**src/rtl/moldudp64_unpacker.sv**
```systemverilog
// MoldUDP64 downstream packet unpacker.
// Strips the MoldUDP64 header and the per-message length prefixes, forwards
// bare ITCH message bytes one cycle after they arrive, and tracks the
// sequence number.
// A sequence gap, a malformed length or a truncated datagram raises a
// one-cycle packetLostOut pulse. Duplicate or stale packets are dropped
// silently and counted.
module moldudp64_unpacker #(
  parameter int MAX_MSG_LEN   = 64,
  parameter int SESSION_BYTES = 10
) (
  input  logic        clkIn,
  input  logic        rstIn,
  input  logic [7:0]  dataIn,
  input  logic        dataValidIn,
  output logic [7:0]  dataOut,
  output logic        dataValidOut,
  output logic        packetLostOut,
  output logic [63:0] expSeqNumOut,
  output logic [15:0] dropCntOut
);

  typedef enum logic [2:0] {
    IDLE,
    SESSION,
    SEQ,
    COUNT,
    LEN_HI,
    LEN_LO,
    PAYLOAD,
    DRAIN
  } state_e;

  state_e      state_q, state_d;
  logic [7:0]  hdrIdx_q, hdrIdx_d;
  logic [63:0] seq_q, seq_d;
  logic [7:0]  cntHi_q, cntHi_d;
  logic [7:0]  lenHi_q, lenHi_d;
  logic [15:0] remaining_q, remaining_d;
  logic [15:0] byteCnt_q, byteCnt_d;
  logic        synced_q, synced_d;
  logic [63:0] expected_q, expected_d;
  logic [15:0] dropCnt_q, dropCnt_d;
  logic [7:0]  dataOut_q, dataOut_d;
  logic        dataValidOut_q, dataValidOut_d;
  logic        packetLost_q, packetLost_d;

  logic [15:0] msgCnt;
  logic [15:0] lenField;
  logic        inPacket;
  logic        truncate;
  logic        lastSession;
  logic        lastSeq;
  logic        secondCnt;
  logic        endSession;
  logic        isStale;
  logic        isGap;
  logic        accept;
  logic        lenZero;
  logic        lenTooBig;
  logic        lastMsg;
  logic        lastByte;
  logic        bumpDrop;

  // Both 16-bit header fields complete with the byte currently on dataIn.
  assign msgCnt      = {cntHi_q, dataIn};
  assign lenField    = {lenHi_q, dataIn};

  // Any state that still expects more bytes of this datagram.
  assign inPacket    = (state_q != IDLE) && (state_q != DRAIN);
  assign truncate    = inPacket && !dataValidIn;

  assign lastSession = (hdrIdx_q == 8'(SESSION_BYTES - 1));
  assign lastSeq     = (hdrIdx_q == 8'd7);
  assign secondCnt   = (hdrIdx_q == 8'd1);

  // Sequence decision, evaluated on the second message-count byte.
  // Stale and gap checks only apply once a session has been synced.
  assign endSession  = (msgCnt == 16'hFFFF);
  assign isStale     = synced_q && (seq_q < expected_q);
  assign isGap       = synced_q && (seq_q > expected_q);
  assign accept      = !endSession && !isStale;

  assign lenZero     = (lenField == 16'd0);
  assign lenTooBig   = (lenField > 16'(MAX_MSG_LEN));
  assign lastMsg     = (remaining_q == 16'd1);
  assign lastByte    = (byteCnt_q == 16'd1);

  // State register, cleared asynchronously so a mid-packet reset restarts from IDLE.
  always_ff @(posedge clkIn or posedge rstIn) begin
    if (rstIn) begin
      state_q <= IDLE;
    end else begin
      state_q <= state_d;
    end
  end

  // Next-state logic. A falling dataValidIn inside a datagram always aborts to IDLE.
  always_comb begin
    state_d = state_q;
    if (truncate) begin
      state_d = IDLE;
    end else begin
      case (state_q)
        IDLE:    if (dataValidIn) state_d = SESSION;
        SESSION: if (lastSession) state_d = SEQ;
        SEQ:     if (lastSeq) state_d = COUNT;
        COUNT:   if (secondCnt) state_d = (accept && (msgCnt != 16'd0)) ? LEN_HI : DRAIN;
        LEN_HI:  state_d = LEN_LO;
        LEN_LO: begin
          if (lenZero) begin
            state_d = lastMsg ? DRAIN : LEN_HI;
          end else if (lenTooBig) begin
            state_d = DRAIN;
          end else begin
            state_d = PAYLOAD;
          end
        end
        PAYLOAD: if (lastByte) state_d = lastMsg ? DRAIN : LEN_HI;
        DRAIN:   if (!dataValidIn) state_d = IDLE;
        default: state_d = IDLE;
      endcase
    end
  end

  // Datapath and registered-output next values.
  // dataValidOut defaults low, so the length bytes always leave a two-cycle
  // hole between consecutive messages.
  always_comb begin
    hdrIdx_d       = hdrIdx_q;
    seq_d          = seq_q;
    cntHi_d        = cntHi_q;
    lenHi_d        = lenHi_q;
    remaining_d    = remaining_q;
    byteCnt_d      = byteCnt_q;
    synced_d       = synced_q;
    expected_d     = expected_q;
    dataOut_d      = dataOut_q;
    dataValidOut_d = 1'b0;
    packetLost_d   = 1'b0;
    bumpDrop       = 1'b0;

    if (truncate) begin
      packetLost_d = 1'b1;
      bumpDrop     = 1'b1;
    end else begin
      case (state_q)
        IDLE: begin
          if (dataValidIn) hdrIdx_d = 8'd1;
        end
        SESSION: begin
          hdrIdx_d = lastSession ? 8'd0 : hdrIdx_q + 8'd1;
        end
        SEQ: begin
          seq_d    = {seq_q[55:0], dataIn};
          hdrIdx_d = lastSeq ? 8'd0 : hdrIdx_q + 8'd1;
        end
        COUNT: begin
          if (!secondCnt) begin
            cntHi_d  = dataIn;
            hdrIdx_d = 8'd1;
          end else begin
            hdrIdx_d = 8'd0;
            if (endSession) begin
              synced_d = 1'b0;
            end else if (isStale) begin
              bumpDrop = 1'b1;
            end else begin
              // Unsynced, gap and in-order packets all re-anchor on this
              // packet's sequence number; for an in-order packet that equals
              // the current expectation anyway.
              packetLost_d = isGap;
              synced_d     = 1'b1;
              expected_d   = seq_q + 64'(msgCnt);
              remaining_d  = msgCnt;
            end
          end
        end
        LEN_HI: begin
          lenHi_d = dataIn;
        end
        LEN_LO: begin
          if (lenZero) begin
            remaining_d = remaining_q - 16'd1;
          end else if (lenTooBig) begin
            packetLost_d = 1'b1;
            bumpDrop     = 1'b1;
          end else begin
            byteCnt_d = lenField;
          end
        end
        PAYLOAD: begin
          dataOut_d      = dataIn;
          dataValidOut_d = 1'b1;
          byteCnt_d      = byteCnt_q - 16'd1;
          if (lastByte) remaining_d = remaining_q - 16'd1;
        end
        default: begin
        end
      endcase
    end

    dropCnt_d = (bumpDrop && (dropCnt_q != 16'hFFFF)) ? dropCnt_q + 16'd1 : dropCnt_q;
  end

  // Datapath registers; every output is cleared the moment reset rises.
  always_ff @(posedge clkIn or posedge rstIn) begin
    if (rstIn) begin
      hdrIdx_q       <= 8'd0;
      seq_q          <= 64'd0;
      cntHi_q        <= 8'd0;
      lenHi_q        <= 8'd0;
      remaining_q    <= 16'd0;
      byteCnt_q      <= 16'd0;
      synced_q       <= 1'b0;
      expected_q     <= 64'd0;
      dropCnt_q      <= 16'd0;
      dataOut_q      <= 8'd0;
      dataValidOut_q <= 1'b0;
      packetLost_q   <= 1'b0;
    end else begin
      hdrIdx_q       <= hdrIdx_d;
      seq_q          <= seq_d;
      cntHi_q        <= cntHi_d;
      lenHi_q        <= lenHi_d;
      remaining_q    <= remaining_d;
      byteCnt_q      <= byteCnt_d;
      synced_q       <= synced_d;
      expected_q     <= expected_d;
      dropCnt_q      <= dropCnt_d;
      dataOut_q      <= dataOut_d;
      dataValidOut_q <= dataValidOut_d;
      packetLost_q   <= packetLost_d;
    end
  end

  assign dataOut       = dataOut_q;
  assign dataValidOut  = dataValidOut_q;
  assign packetLostOut = packetLost_q;
  assign expSeqNumOut  = expected_q;
  assign dropCntOut    = dropCnt_q;

endmodule

```
**config.mk**
```make
export PLATFORM = sky130hd
export DESIGN_NAME = moldudp64_unpacker
export DESIGN_NICKNAME = d
export VERILOG_FILES = /design/src/rtl/moldudp64_unpacker.sv
export SDC_FILE = /design/constraint.sdc
export NUM_CORES = 1
export LEC_CHECK = 0
export CORE_UTILIZATION = 38
export CTS_CLUSTER_SIZE = 20
export DETAILED_ROUTE_END_ITERATION = 8
export GPL_TIMING_DRIVEN = 0
export PLACE_DENSITY_LB_ADDON = 0.05
export SLEW_MARGIN = 30
export SYNTH_ARGS = -nofsm -noshare
export SYNTH_HDL_FRONTEND = slang
export SYNTH_SLANG_ARGS = --single-unit
```
**constraint.sdc**
```tcl
create_clock -name clkIn -period 8.3 [get_ports clkIn]
set_input_delay 1.66 -clock clkIn [delete_from_list [all_inputs] [get_ports clkIn]]
set_output_delay 1.66 -clock clkIn [all_outputs]
set_load 0.05 [all_outputs]
```
==> flow_metrics.py, run 1 <==
metrics = {
    "logic_synthesis": {
        "synth.avg_cell_area_um2": 9.32,
        "synth.distinct_cells": 81,
        "netlist_area_um2": 13000,
        "syn_inst": 1395,
        "synthTopCellsByArea": "dfrtp_1 41%, ha_1 8.4%, mux2_2 6.3%",
        "yosysTopAreaCellShare": 0.412,
        "synth_nets": 1494,
        "ys_warn_count": 0,
        "seq_area_frac_synth": 0.412,
        "synth-seq-cells": 214,
        "yosys.area.top_type": "dfrtp_1",
        "async_reset_ff_frac": 1.00,
        "synth_edf_count": 0,
        "synth_flop_cell": "dfrtp_1",
    },
    "pwr": {
        "pwr-share-seq": 0.331,
        "ir_drop_uv": 188,
        "p_int_mw": 2.97,
        "switching_power_mw": 2.25,
        "p_leak_nw": 6.59,
        "p_comb_frac": 0.443,
        "p_clk_frac": 0.226,
        "p_per_area_nw_per_um2": 336,
        "switching_share": 0.431,
    },
    "die": {
        "ios": 101,
        "rows": 67,
        "die_w_um": 187,
        "die_h_um": 187,
        "design.core.area_um2": 33600,
        "floorplan.initialDensity": 0.387,
        "dieArea_um2": 34900,
    },
    "route": {
        "drt_iter0_markers": 727,
        "vias_per_cell": 5.40,
        "drc": 0,
        "highest_layer": "met4",
        "totalWireLength_um": 38400,
        "routedWlPerCell_um": 19.3,
        "via_count": 10800,
        "met1_length_um": 19300,
        "wl_met3_um": 1310,
        "ant_nets": 0,
        "wl_met2_um": 17200,
        "first_pass_iters": 5,
    },
    "cts": {
        "postCtsSetupBuffers": 0,
        "clock_latency_ps": 540,
        "clockRootBuffer": "clkbuf_16",
        "cts_resized": 0,
        "cts_buffers": 27,
        "cts_max_path_buffers": 3,
        "cts_tree": "built",
        "hold_buffers": 0,
        "path_clk_slew_ps": 60,
        "htree_levels": 1,
        "cts.sinks": 214,
    },
    "sta": {
        "timing.final.crit_period_ps": 4980,
        "relSlewSlack": 0.346,
        "clock_skew_ps": 13.0,
        "timing.setup.tns_ps": 0,
        "slew_violations": 0,
        "tightestPinTransition_ps": 971,
        "max_freq_mhz": 201,
        "setup_viol": 0,
        "grt_setup_unrepaired": "no",
        "hold_viol": 0,
        "period_share": 0.601,
    },
    "setup_path": {
        "critPathCaptureType": "flip-flop",
        "path_class": "in2reg",
        "critPathMaxFanout": 10,
        "crit_arrival_ps": 5400,
        "reg2reg_from": "seq_q[51]",
        "r2r-end": "expSeqNumOut[55]",
        "reg2reg_slack_ps": 4600,
        "r2r_cells": 10,
        "cp.required_ps": 8710,
        "cp-start-kind": "primary input",
    },
    "placement": {
        "io_buffers": 100,
        "hpwl_um": 28000,
        "routabilityCongestion": 0.868,
    },
    "layout": {
        "layout_common_cells": "214 x dfrtp_1, 168 x nand2_1, 112 x o21ai_0",
        "final_util": 0.463,
        "nets": 1626,
        "n_antenna_cell": 0,
        "final.fill_count": 3264,
        "drive_gt1_frac": 0.112,
        "area_growth_pct": 19.7,
        "layout_commonest_cell": "dfrtp_1",
    },
    "grt": {
        "grt_pass1_wl_um": 62300,
        "grt_antenna_before_repair": 0,
        "grt_usage": 0.223,
        "overflow": 0,
        "grt_max_degree": 82,
        "grt_pass1_vias": 10800,
    },
    "hold_path": {
        "hp-start": "dataOut[0]",
        "whs_path_depth": 2,
        "hp-class": "reg2reg",
        "holdPathEnd": "dataOut[0]",
    },
    "run_status": {
        "status": "finished, final reports clean",
    },
    "run": {
        "maxCapViolCount": 0,
    },
}
[worst max-delay path, cell delays in order]
cell and delay [ps]:
clkdlybuf4s50_1 820, inv_1 210, fa_1 500, nor2b_1 180
o31a_1 200, nor3_1 80, o21ai_0 490, o41ai_4 250
buf_2 280, nor4_1 460, xnor2_1 180, o21ai_1 80
[state kept, by name, summed over array words and instances (netlist names)]
register and flops:
expSeqNumOut 64, lenHi_q 8, byteCnt_q 16, seq_q 64, cntHi_q 8, dataOut 8, hdrIdx_q 8, dropCntOut 16
packetLostOut 1, dataValidOut 1, synced_q 1, state_q 3, remaining_q 16
[cell type report]
cell class | instances | area, um2 | area share
inverters | 92 | 353 | 0.0227
multi-input cells | 1037 | 7070 | 0.455
repair buffers | 103 | 1080 | 0.0696
clock inverters | 10 | 103 | 0.00659
well taps | 448 | 561 | 0.0360
clock buffers | 37 | 773 | 0.0497
flip-flops and latches | 214 | 5360 | 0.344
plain buffers | 52 | 258 | 0.0166
[worst max path at each step]
stage | startpoint | end | slack, ps | cells after the start
4_1_cts | dataIn[1] | expSeqNumOut[52] | 3220 | 12
3_5_place_dp | dataIn[1] | expSeqNumOut[52] | 2650 | 12
6_report | dataIn[1] | expSeqNumOut[36] | 3320 | 12
5_1_grt | dataIn[1] | expSeqNumOut[36] | 3250 | 12
3_3_place_gp | rstIn | expSeqNumOut[8] | -2750 | 2
2_1_floorplan | rstIn | byteCnt_q[0] | 790 | 1
[per-stage QoR]
stage	instances	instance area, um2	hold slack (ps)	total power, mW	setup slack (ps)
2_1_floorplan	1395	13000	474	3.32	789
3_3_place_gp	1943	14600	459	4.01	-2750
3_5_place_dp	1946	14700	466	4.04	2650
4_1_cts	1993	15500	482	5.26	3220
5_1_grt	1993	15600	503	5.60	3250
6_report	1993	15600	478	5.23	3320
[cell families after synthesis]
group | count (synthesis) | synth area share
XOR/XNOR | 74 | 0.0499
AND/OR/NAND/NOR | 498 | 0.196
multiplexers | 84 | 0.0721
AO/OA/AOI/OAI | 293 | 0.138
buffers and inverters | 144 | 0.0464
flip-flops | 214 | 0.412
adder cells (fa/ha/maj) | 88 | 0.0853
[synthesized netlist by cell type, drive strengths merged, types with 6 or more instances]
master / instances
dfrtp: 214
nor2b: 11
mux2i: 10
nand2b: 11
nand2: 169
o21ai: 131
nor3: 46
mux2: 74
and3: 12
or3: 9
ha: 87
xnor2: 38
and2: 7
o22ai: 6
nor4: 26
a21oi: 74
nor4b: 7
clkbuf: 36
nand4: 37
and4: 8
xor2: 36
inv: 91
nor2: 79
a21o: 11
nand3: 59
buf: 16
o211ai: 9
[power by group through the flow]
stage	clock network, mW	logic (mW)	registers (mW)
2_1_floorplan	0	1.39	1.93
3_3_place_gp	0	2.27	1.74
3_5_place_dp	0	2.31	1.74
4_1_cts	1.21	2.32	1.73
5_1_grt	1.26	2.56	1.78
6_report	1.18	2.31	1.73
[routing by layer]
metal | up-vias | GRT usage
met2 | 203 | 0.350
li1 | 5259 | -
met1 | 5265 | 0.331
met3 | 40 | 0.0240
met5 | - | 0
met4 | 0 | 0.0454
No activity file was read; power rests on OpenSTA's default activity.
==> inputs of run 2 (changes only) <==
- clock period: 8.3 -> 4 ns (I/O delays scaled with it)
==> run 2 against run 1 <==
Net effect: hold slack about the same; sequential power increased by 110%; global-route usage increased by 0.27 points; final area increased by 1.4%; core utilization increased by 0.66 points; via count increased by 0.69%; clock-buffer cell count increased by 1; final cell count increased by 0.55%; combinational power increased by 110%; sequential share of layout area decreased by 0.49 points; flip-flop and latch count unchanged; clock power increased by 130%.
==> flow_metrics.py, run 2 (synthesis gave the netlist of run 1 again) <==
metrics = {
    "run_status": {
        "status": "finished, final reports clean",
    },
    "pwr": {
        "total_power_mw": 11.2,
        "p_per_area_nw_per_um2": 707,
        "ir_drop_uv": 394,
        "p_leak_nw": 6.70,
    },
    "sta": {
        "period_share": 0.955,
        "slew_violations": 0,
        "hold_viol": 0,
        "hold-worst-slack_ps": 478,
        "max_freq_mhz": 262,
        "relSlewSlack": 0.383,
        "grt_setup_unrepaired": "no",
        "tightestPinTransition_ps": 922,
        "clock_skew_ps": 30.8,
        "setup_viol": 0,
        "timing.final.crit_period_ps": 3820,
    },
    "setup_path": {
        "worstSetupStartpoint": "dataIn[3]",
        "reg2reg_from": "seq_q[56]",
        "crit_arrival_ps": 4290,
        "path_class": "in2reg",
        "critPathSlowestCell": "clkdlybuf4s50_1",
        "critPathCaptureType": "flip-flop",
        "cpLargestDelayFamily": "buffers and inverters",
        "slowest_delay_ps": 740,
        "worst-path-buf-inv": 2,
        "cp-start-kind": "primary input",
        "critPathMaxFanout": 10,
        "cp_cell_sequence": "clkdlybuf4s50_1 -> ha_1 -> nand4b_1 -> a21oi_1 -> o211ai_1 -> nand2_1 -> clkbuf_1 -> nand4_1 -> xor2_1 -> o21ai_0",
        "cp.required_ps": 4470,
    },
    "route": {
        "via_count": 10800,
        "routedWlPerCell_um": 19.4,
        "totalWireLength_um": 38800,
        "first_pass_iters": 5,
        "ant_nets": 0,
        "drc": 0,
        "vias_per_cell": 5.41,
        "drt_iter0_markers": 677,
    },
    "layout": {
        "drive_gt1_frac": 0.118,
        "final_util": 0.469,
        "layout_commonest_cell": "dfrtp_1",
        "area_growth_pct": 21.4,
        "layout_common_cells": "214 x dfrtp_1, 168 x nand2_1, 112 x o21ai_0",
        "n_antenna_cell": 0,
        "nets": 1633,
    },
    "cts": {
        "clockRootBuffer": "clkbuf_16",
        "hold_buffers": 0,
        "cts_buffers": 28,
        "clock_latency_ps": 560,
        "cts.sinks": 214,
        "cts_max_path_buffers": 3,
        "cts_tree": "built",
        "htree_levels": 1,
        "path_clk_slew_ps": 60,
    },
    "die": {
        "die_h_um": 187,
        "rows": 67,
        "design.core.area_um2": 33600,
        "dieArea_um2": 34900,
        "floorplan.initialDensity": 0.387,
        "die_w_um": 187,
        "ios": 101,
    },
    "grt": {
        "grt_antenna_before_repair": 0,
        "grt_pass1_wl_um": 62900,
        "grt_usage": 0.226,
        "overflow": 0,
        "grt_max_degree": 28,
        "grt_pass1_vias": 10900,
    },
    "run": {
        "maxCapViolCount": 0,
    },
    "placement": {
        "hpwl_um": 28300,
        "routabilityCongestion": 0.860,
        "io_buffers": 100,
    },
    "hold_path": {
        "hp-class": "reg2reg",
        "hp-start": "dataOut[3]",
    },
}
-- run 2: per-stage QoR --
step	setup WS, ps	TNS, ps	instance area [um2]	cells
after floorplan	416	0	13000	1395
after global placement	-1640	-370450	14600	1943
after detailed placement	-811	-26980	14700	1951
after CTS	7.31	0	15800	2003
after global routing	5.19	0	15800	2004
final	181	0	15800	2004
-- run 2: final cells by class --
class / count / area (um2)
Timing Repair Buffer: 109 / 1170
Clock inverter: 14 / 210
Multi-Input combinational cell: 1037 / 7080
Fill cell: 3222 / 17800
Sequential cell: 214 / 5360
Buffer: 52 / 259
Tap cell: 448 / 561
Clock buffer: 38 / 800
Inverter: 92 / 349
-- run 2: path summary, 6_finish.rpt --
kind	endpoint	slack [ps]	cells after the start
max reg2reg	expSeqNumOut[24]	500	11
max in group asynchronous	dropCntOut[2]	2190	6
min in group asynchronous	expSeqNumOut[7]	640	2
min reg2reg	dataOut[3]	480	2
max	expSeqNumOut[57]	180	10
min	dataOut[3]	480	2
-- run 2: routing by layer --
layer / part of all wire / track usage / wire length [um]
met5: 0 / 0 / 0
met1: 0.49 / 0.327 / 19200
met3: 0.037 / 0.0293 / 1430
met4: 0.023 / 0.0520 / 888
met2: 0.45 / 0.356 / 17300
-- run 2: worst register-to-register path: cells and delay by family (launching register included) --
family	cells	cell delay [ps]
simple gates	6	1690
fa+ha+maj	1	310
flops	1	450
compound gates	2	530
buf+inv	2	440
-- run 2: report_power, final --
| group | switching, mW | internal [mW] | leakage (nW) |
|---|---|---|---|
| sequential | 0.818 | 2.78 | 2.84 |
| combinational | 2.89 | 1.93 | 3.37 |
| clock | 1.03 | 1.72 | 0.493 |
-- run 2: repair_timing --
action                     4_1_cts  5_1_grt
pin swaps                        0        1
setup endpoints to repair       20       29
resized for setup                1        4
hold endpoints to repair         0        0
setup buffers                    0        1
